[src/rtl/op_decoder_if.sv]
// Link-side bundle for op_decoder: deserializer word strobe plus the
// keyboard/mouse poll request/acknowledge pairs.
interface op_decoder_if;
   logic [39:0] op_data;
   logic        op_valid;
   logic        kb_query_pending;
   logic        kb_query_ack;
   logic        ms_query_pending;
   logic        ms_query_ack;

   modport master (
      output op_data, op_valid, kb_query_ack, ms_query_ack,
      input  kb_query_pending, ms_query_pending
   );

   modport slave (
      input  op_data, op_valid, kb_query_ack, ms_query_ack,
      output kb_query_pending, ms_query_pending
   );
endinterface

[src/rtl/op_decoder.sv]
// Host-to-device operation decoder: captures 40-bit operation words, classifies
// them one cycle later and drives LED state, held poll requests and control pulses.
module op_decoder (
   input  logic         clk,
   input  logic         reset_n,
   op_decoder_if.slave  bus,
   output logic [1:0]   led_state,
   output logic         kb_reset_pulse,
   output logic         power_ack_pulse,
   output logic         unknown_op_pulse,
   output logic         query_overrun,
   output logic [7:0]   unknown_count
);

   localparam logic [7:0] B3_HOST  = 8'hc5;
   localparam logic [7:0] B3_POWER = 8'hc4;
   localparam logic [7:0] B2_KB    = 8'h10;
   localparam logic [7:0] B2_MS    = 8'h01;
   localparam logic [7:0] B2_LED   = 8'h00;
   localparam logic [7:0] B2_RESET = 8'hff;
   localparam logic [7:0] B2_POWER = 8'h00;

   logic [39:0] cap_data_q;
   logic        cap_valid_q;

   logic [1:0]  led_q, led_d;
   logic [7:0]  count_q, count_d;
   logic        overrun_q, overrun_d;
   logic        kb_reset_q, power_ack_q, unknown_q;

   logic        dec_kb_poll, dec_ms_poll, dec_led, dec_kb_reset, dec_power, dec_unknown;
   logic [1:0]  poll_hit, ack_in, pend_q, overrun_hit;

   logic [7:0]  byte3, byte2;
   logic        unused_bits;

   assign byte3       = cap_data_q[39:32];
   assign byte2       = cap_data_q[31:24];
   assign unused_bits = ^{cap_data_q[23:18], cap_data_q[15:0]};

   always_ff @(posedge clk or negedge reset_n) begin
      if (!reset_n) begin
         cap_data_q  <= '0;
         cap_valid_q <= 1'b0;
      end else begin
         cap_valid_q <= bus.op_valid;
         if (bus.op_valid) begin
            cap_data_q <= bus.op_data;
         end
      end
   end

   // First match wins; anything not listed falls through to unknown.
   always_comb begin
      dec_kb_poll  = 1'b0;
      dec_ms_poll  = 1'b0;
      dec_led      = 1'b0;
      dec_kb_reset = 1'b0;
      dec_power    = 1'b0;
      dec_unknown  = 1'b0;
      if (cap_valid_q) begin
         if (byte3 == B3_HOST && byte2 == B2_KB)          dec_kb_poll  = 1'b1;
         else if (byte3 == B3_HOST && byte2 == B2_MS)     dec_ms_poll  = 1'b1;
         else if (byte3 == B3_HOST && byte2 == B2_LED)    dec_led      = 1'b1;
         else if (byte3 == B3_HOST && byte2 == B2_RESET)  dec_kb_reset = 1'b1;
         else if (byte3 == B3_POWER && byte2 == B2_POWER) dec_power    = 1'b1;
         else                                             dec_unknown  = 1'b1;
      end
   end

   assign poll_hit = {dec_ms_poll, dec_kb_poll};
   assign ack_in   = {bus.ms_query_ack, bus.kb_query_ack};

   // Index 0 is the keyboard poll channel, index 1 the mouse.
   genvar gi;
   generate
      for (gi = 0; gi < 2; gi++) begin : g_query
         logic flag_q, flag_d;

         always_comb begin
            flag_d = flag_q;
            if (ack_in[gi])   flag_d = 1'b0;
            if (poll_hit[gi]) flag_d = 1'b1;
            if (dec_kb_reset) flag_d = 1'b0;
         end

         always_ff @(posedge clk or negedge reset_n) begin
            if (!reset_n) flag_q <= 1'b0;
            else          flag_q <= flag_d;
         end

         assign pend_q[gi]      = flag_q;
         assign overrun_hit[gi] = poll_hit[gi] & flag_q & ~ack_in[gi];
      end
   endgenerate

   always_comb begin
      led_d = led_q;
      if (dec_led)      led_d = cap_data_q[17:16];
      if (dec_kb_reset) led_d = 2'b00;

      count_d = count_q;
      if (dec_unknown && count_q != 8'hff) count_d = count_q + 8'd1;

      overrun_d = overrun_q | (|overrun_hit);
   end

   always_ff @(posedge clk or negedge reset_n) begin
      if (!reset_n) begin
         led_q       <= 2'b00;
         count_q     <= 8'h00;
         overrun_q   <= 1'b0;
         kb_reset_q  <= 1'b0;
         power_ack_q <= 1'b0;
         unknown_q   <= 1'b0;
      end else begin
         led_q       <= led_d;
         count_q     <= count_d;
         overrun_q   <= overrun_d;
         kb_reset_q  <= dec_kb_reset;
         power_ack_q <= dec_power;
         unknown_q   <= dec_unknown;
      end
   end

   assign bus.kb_query_pending = pend_q[0];
   assign bus.ms_query_pending = pend_q[1];
   assign led_state            = led_q;
   assign kb_reset_pulse       = kb_reset_q;
   assign power_ack_pulse      = power_ack_q;
   assign unknown_op_pulse     = unknown_q;
   assign query_overrun        = overrun_q;
   assign unknown_count        = count_q;

endmodule

[src/flat_wrapper.sv]
// flat-port wrapper written by rule: the top's interface ports become plain ports
module op_decoder_flat 
  (clk, reset_n, led_state, kb_reset_pulse, power_ack_pulse, unknown_op_pulse, query_overrun, unknown_count, bus_op_data, bus_op_valid, bus_kb_query_ack, bus_ms_query_ack, bus_kb_query_pending, bus_ms_query_pending);
  op_decoder_if bus_i ();
  input  logic clk;
  input  logic reset_n;
  output logic [1:0] led_state;
  output logic kb_reset_pulse;
  output logic power_ack_pulse;
  output logic unknown_op_pulse;
  output logic query_overrun;
  output logic [7:0] unknown_count;
  input wire logic [$bits(bus_i.op_data)-1:0] bus_op_data;
  input wire logic [$bits(bus_i.op_valid)-1:0] bus_op_valid;
  input wire logic [$bits(bus_i.kb_query_ack)-1:0] bus_kb_query_ack;
  input wire logic [$bits(bus_i.ms_query_ack)-1:0] bus_ms_query_ack;
  output wire logic [$bits(bus_i.kb_query_pending)-1:0] bus_kb_query_pending;
  output wire logic [$bits(bus_i.ms_query_pending)-1:0] bus_ms_query_pending;
  assign bus_i.op_data = bus_op_data;
  assign bus_i.op_valid = bus_op_valid;
  assign bus_i.kb_query_ack = bus_kb_query_ack;
  assign bus_i.ms_query_ack = bus_ms_query_ack;
  assign bus_kb_query_pending = bus_i.kb_query_pending;
  assign bus_ms_query_pending = bus_i.ms_query_pending;
  op_decoder u_core (.clk(clk), .reset_n(reset_n), .bus(bus_i), .led_state(led_state), .kb_reset_pulse(kb_reset_pulse), .power_ack_pulse(power_ack_pulse), .unknown_op_pulse(unknown_op_pulse), .query_overrun(query_overrun), .unknown_count(unknown_count));
endmodule
[config.mk]
export PLATFORM = sky130hd
export DESIGN_NAME = op_decoder_flat
export DESIGN_NICKNAME = d
export VERILOG_FILES = /design/src/rtl/op_decoder_if.sv /design/src/rtl/op_decoder.sv /design/src/flat_wrapper.sv
export SDC_FILE = /design/constraint.sdc
export NUM_CORES = 1
export LEC_CHECK = 0
export ABC_AREA = 1
export CAP_MARGIN = 5
export CORE_AREA = 2 2 63 65
export CTS_BUF_LIST = sky130_fd_sc_hd__clkbuf_8
export CTS_CLUSTER_DIAMETER = 200
export DETAILED_ROUTE_END_ITERATION = 16
export DIE_AREA = 0 0 65 67
export GPL_ROUTABILITY_DRIVEN = 0
export PLACE_DENSITY = 0.85
export SETUP_SLACK_MARGIN = 0.15
export SYNTH_ARGS = -nofsm -noshare
export SYNTH_HDL_FRONTEND = slang
export SYNTH_SLANG_ARGS = --single-unit
[constraint.sdc]
create_clock -name clk -period 3.15 [get_ports clk]
set_input_delay 0.315 -clock clk [delete_from_list [all_inputs] [get_ports clk]]
set_output_delay 0.315 -clock clk [all_outputs]
set_load 0.02 [all_outputs]
==> flow_metrics.tcl <==
set metrics [dict create \
    status "finished, final reports clean" \
    start_kind "flop" \
    synthXorXnorAreaFrac 0.0198 \
    finalSetupViolCount 0 \
    ctsResizeCount 0 \
    path_max_fanout 5 \
    netSwitchingFraction 0.291 \
    min_period_over_period 0.531 \
    worstMarginPinSlew_ps 876 \
    whs_ps 439 \
    viasPerCell 4.83 \
    wl_mm 3.09 \
    drcViolationCount 0 \
    synth_ff_type "dfrtp_1" \
    ir_drop_mv 0.386 \
    grt_pass1_wl_mm 5.49 \
    htree_levels 2 \
    rows 22 \
    yosysSeqAreaShare 0.496 \
    core_um2 3610 \
    dp_hpwl_mm 2.37 \
    nNetsFinal 283 \
    relSlewSlack 0.414 \
    detail-route-antenna-nets 0 \
    power_frac_clock 0.260 \
    seq_area_um2 876 \
    start_util 0.490 \
    syn_nets 242 \
    synth_compound_area_frac 0.0482 \
    yosysWarnings 0 \
    cp_slowest_stage_delay_ps 640 \
    mappedNetlistArea_um2 1770 \
    instances_no_fill 284 \
    io_pins 61 \
    min_period_ps 1670 \
    worstPathRequired_ps 2830 \
    grt_max_degree 36 \
    synthMuxAreaShare 0.0637 \
    reg2reg_depth 9 \
    fin_skew_ps 4.48 \
    maxCapViolCount 0 \
    antenna_found_initial 0 \
    track_usage 0.174 \
    ys_ff_latch 35 \
    cts_hold_buffers 0 \
    r2r-end "u_core.unknown_count[0]" \
    cts_root_buffer "clkbuf_8" \
    ff2ff_setup_slack_ps 1520 \
    setup-tns-final_ps 0 \
    final_common_cell "nand2_1" \
    dp.cells 278 \
    final_cell_mix "47 x nand2_1, 38 x clkdlybuf4s50_1, 35 x dfrtp_1, 21 x inv_1, 16 x nor2_1" \
    die_x_um 65 \
    synth_edf_count 0 \
    p_leak_nw 0.996 \
    dieArea_um2 4360 \
    synth_top_family_by_area "simple AND/OR/NAND/NOR gates" \
    area_delta_synth_final_pct 27.4 \
    diodes 0 \
    drtIter0Drc 70 \
    crit_buf_inv 1 \
    syn_inst 196 \
    synth.avg_cell_area_um2 9.01 \
    worstPathCellList "clkdlybuf4s50_1" \
    multi_input_area_um2 772 \
    cts_buffers 5 \
    clock-sinks 35 \
    p_switching_w 0.000317 \
    firstDrtPassIters 4 \
    clkTransAtPathRegs_ps 60 \
    overflow 0 \
    seqPwrFrac 0.507 \
    critPathKind "flop to output pin" \
    die_h_um 67 \
    cts_buffer_depth 2 \
    yosys.cell_types.count 25 \
    total_power_w 0.00109 \
    grt_pass1_vias 1315 \
    p_comb_frac 0.232 \
    cts_tree "built" \
    slew_viol_final 0 \
    power_density_nw_per_um2 483 \
    hold_viol 0 \
    synth_fa_ha_area_frac 0.00708 \
    r2r_start "u_core.cap_data_q[29]" \
    drive_gt1_frac 0.178 \
    setup.worst_path.end_class "output pin" \
    min_path_type "input port to asynchronous set/reset pin" \
    cp.arrival_ps 1360 \
    internal-power_w 0.000771 \
    yosys.area_share.simple 0.298 \
    post_cts.repair.setup_buffers 0 \
    fill_cells 317 \
    insertion_delay_ps 280 \
    rsz0062_at_grt "no" \
    portBuffers 38 \
    synthArstFlopShare 1.00 \
    cpLargestDelayFamily "buffers and inverters" \
    vias 1372 \
    timing.fmax_mhz 597 \
    post_drt_wl_per_cell_um 10.9 \
    slowest_stage "clkdlybuf4s50_1" \
]
[state kept, by name, summed over array words and instances (netlist names)]
register and cells:
u_core.bus.kb_query_pending 1, u_core.bus.ms_query_pending 1, u_core.cap_data_q 18, u_core.cap_valid_q 1
u_core.kb_reset_pulse 1, u_core.led_state 2, u_core.power_ack_pulse 1, u_core.query_overrun 1
u_core.unknown_count 8, u_core.unknown_op_pulse 1
[synth_stat cells (2+ instances only)]
cell type	n	area share
nand2_1	47	0.10
dfrtp_1	35	0.50
inv_1	20	0.042
nor2_1	16	0.034
o21ai_0	14	0.040
mux2_2	10	0.064
nand4_1	9	0.032
nor2_2	7	0.025
nand2_2	6	0.021
nor2_4	6	0.038
nand3_1	3	0.0085
nand3_2	3	0.017
xor2_1	3	0.015
a21oi_1	2	0.0057
buf_2	2	0.0057
buf_6	2	0.013
inv_2	2	0.0043
nor3_1	2	0.0057
[layout make-up]
cell class | count | area share
clock buffers | 5 | 0.0306
clock inverters | 1 | 0.00167
inverters | 22 | 0.0367
multi-input cells | 134 | 0.343
flip-flops and latches | 35 | 0.389
well taps | 48 | 0.0267
repair buffers | 39 | 0.172
[stage by stage]
stage | setup WS [ps] | area [um^2] | util
after floorplan | 1660 | 1770 | -
after global placement | 1230 | 2180 | 0.604
after detailed placement | 1220 | 2180 | 0.604
after CTS | 1460 | 2250 | 0.624
after global routing | 1350 | 2250 | 0.624
final | 1480 | 2250 | 0.624
[routing by layer]
layer	wire (um)	track usage
met1	1330	0.186
met2	1530	0.294
met3	180	0.0608
met4	57	0.109
met5	0	0
[how the worst max path moves through the flow]
| stage | startpoint | end | cells past startpoint |
|---|---|---|---|
| 2_1_floorplan | u_core.unknown_count[0] | u_core.unknown_count[7] | 9 |
| 3_3_place_gp | bus_op_valid | u_core.cap_data_q[16] | 2 |
| 3_5_place_dp | bus_op_valid | u_core.cap_data_q[16] | 2 |
| 4_1_cts | u_core.unknown_count[6] | unknown_count[6] | 1 |
| 5_1_grt | u_core.cap_data_q[25] | u_core.unknown_count[0] | 9 |
| 6_report | u_core.unknown_count[6] | unknown_count[6] | 1 |
[power by group through the flow]
stage,Sequential (W),Combinational [W],Clock [W]
global placement,0.000556,0.000248,0
CTS,0.000551,0.000257,0.000298
finish,0.000552,0.000253,0.000283
global route,0.000560,0.000282,0.000324
detailed placement,0.000559,0.000256,0
floorplan,0.000584,0.000114,0
[kinds of logic after synthesis]
kind of cell,after synthesis
buffers and inverters,27
flip-flops,35
AO/OA/AOI/OAI,17
XOR/XNOR,4
AND/OR/NAND/NOR,102
adder cells (fa/ha/maj),1
multiplexers,10
No activity file was read; power rests on OpenSTA's default activity.
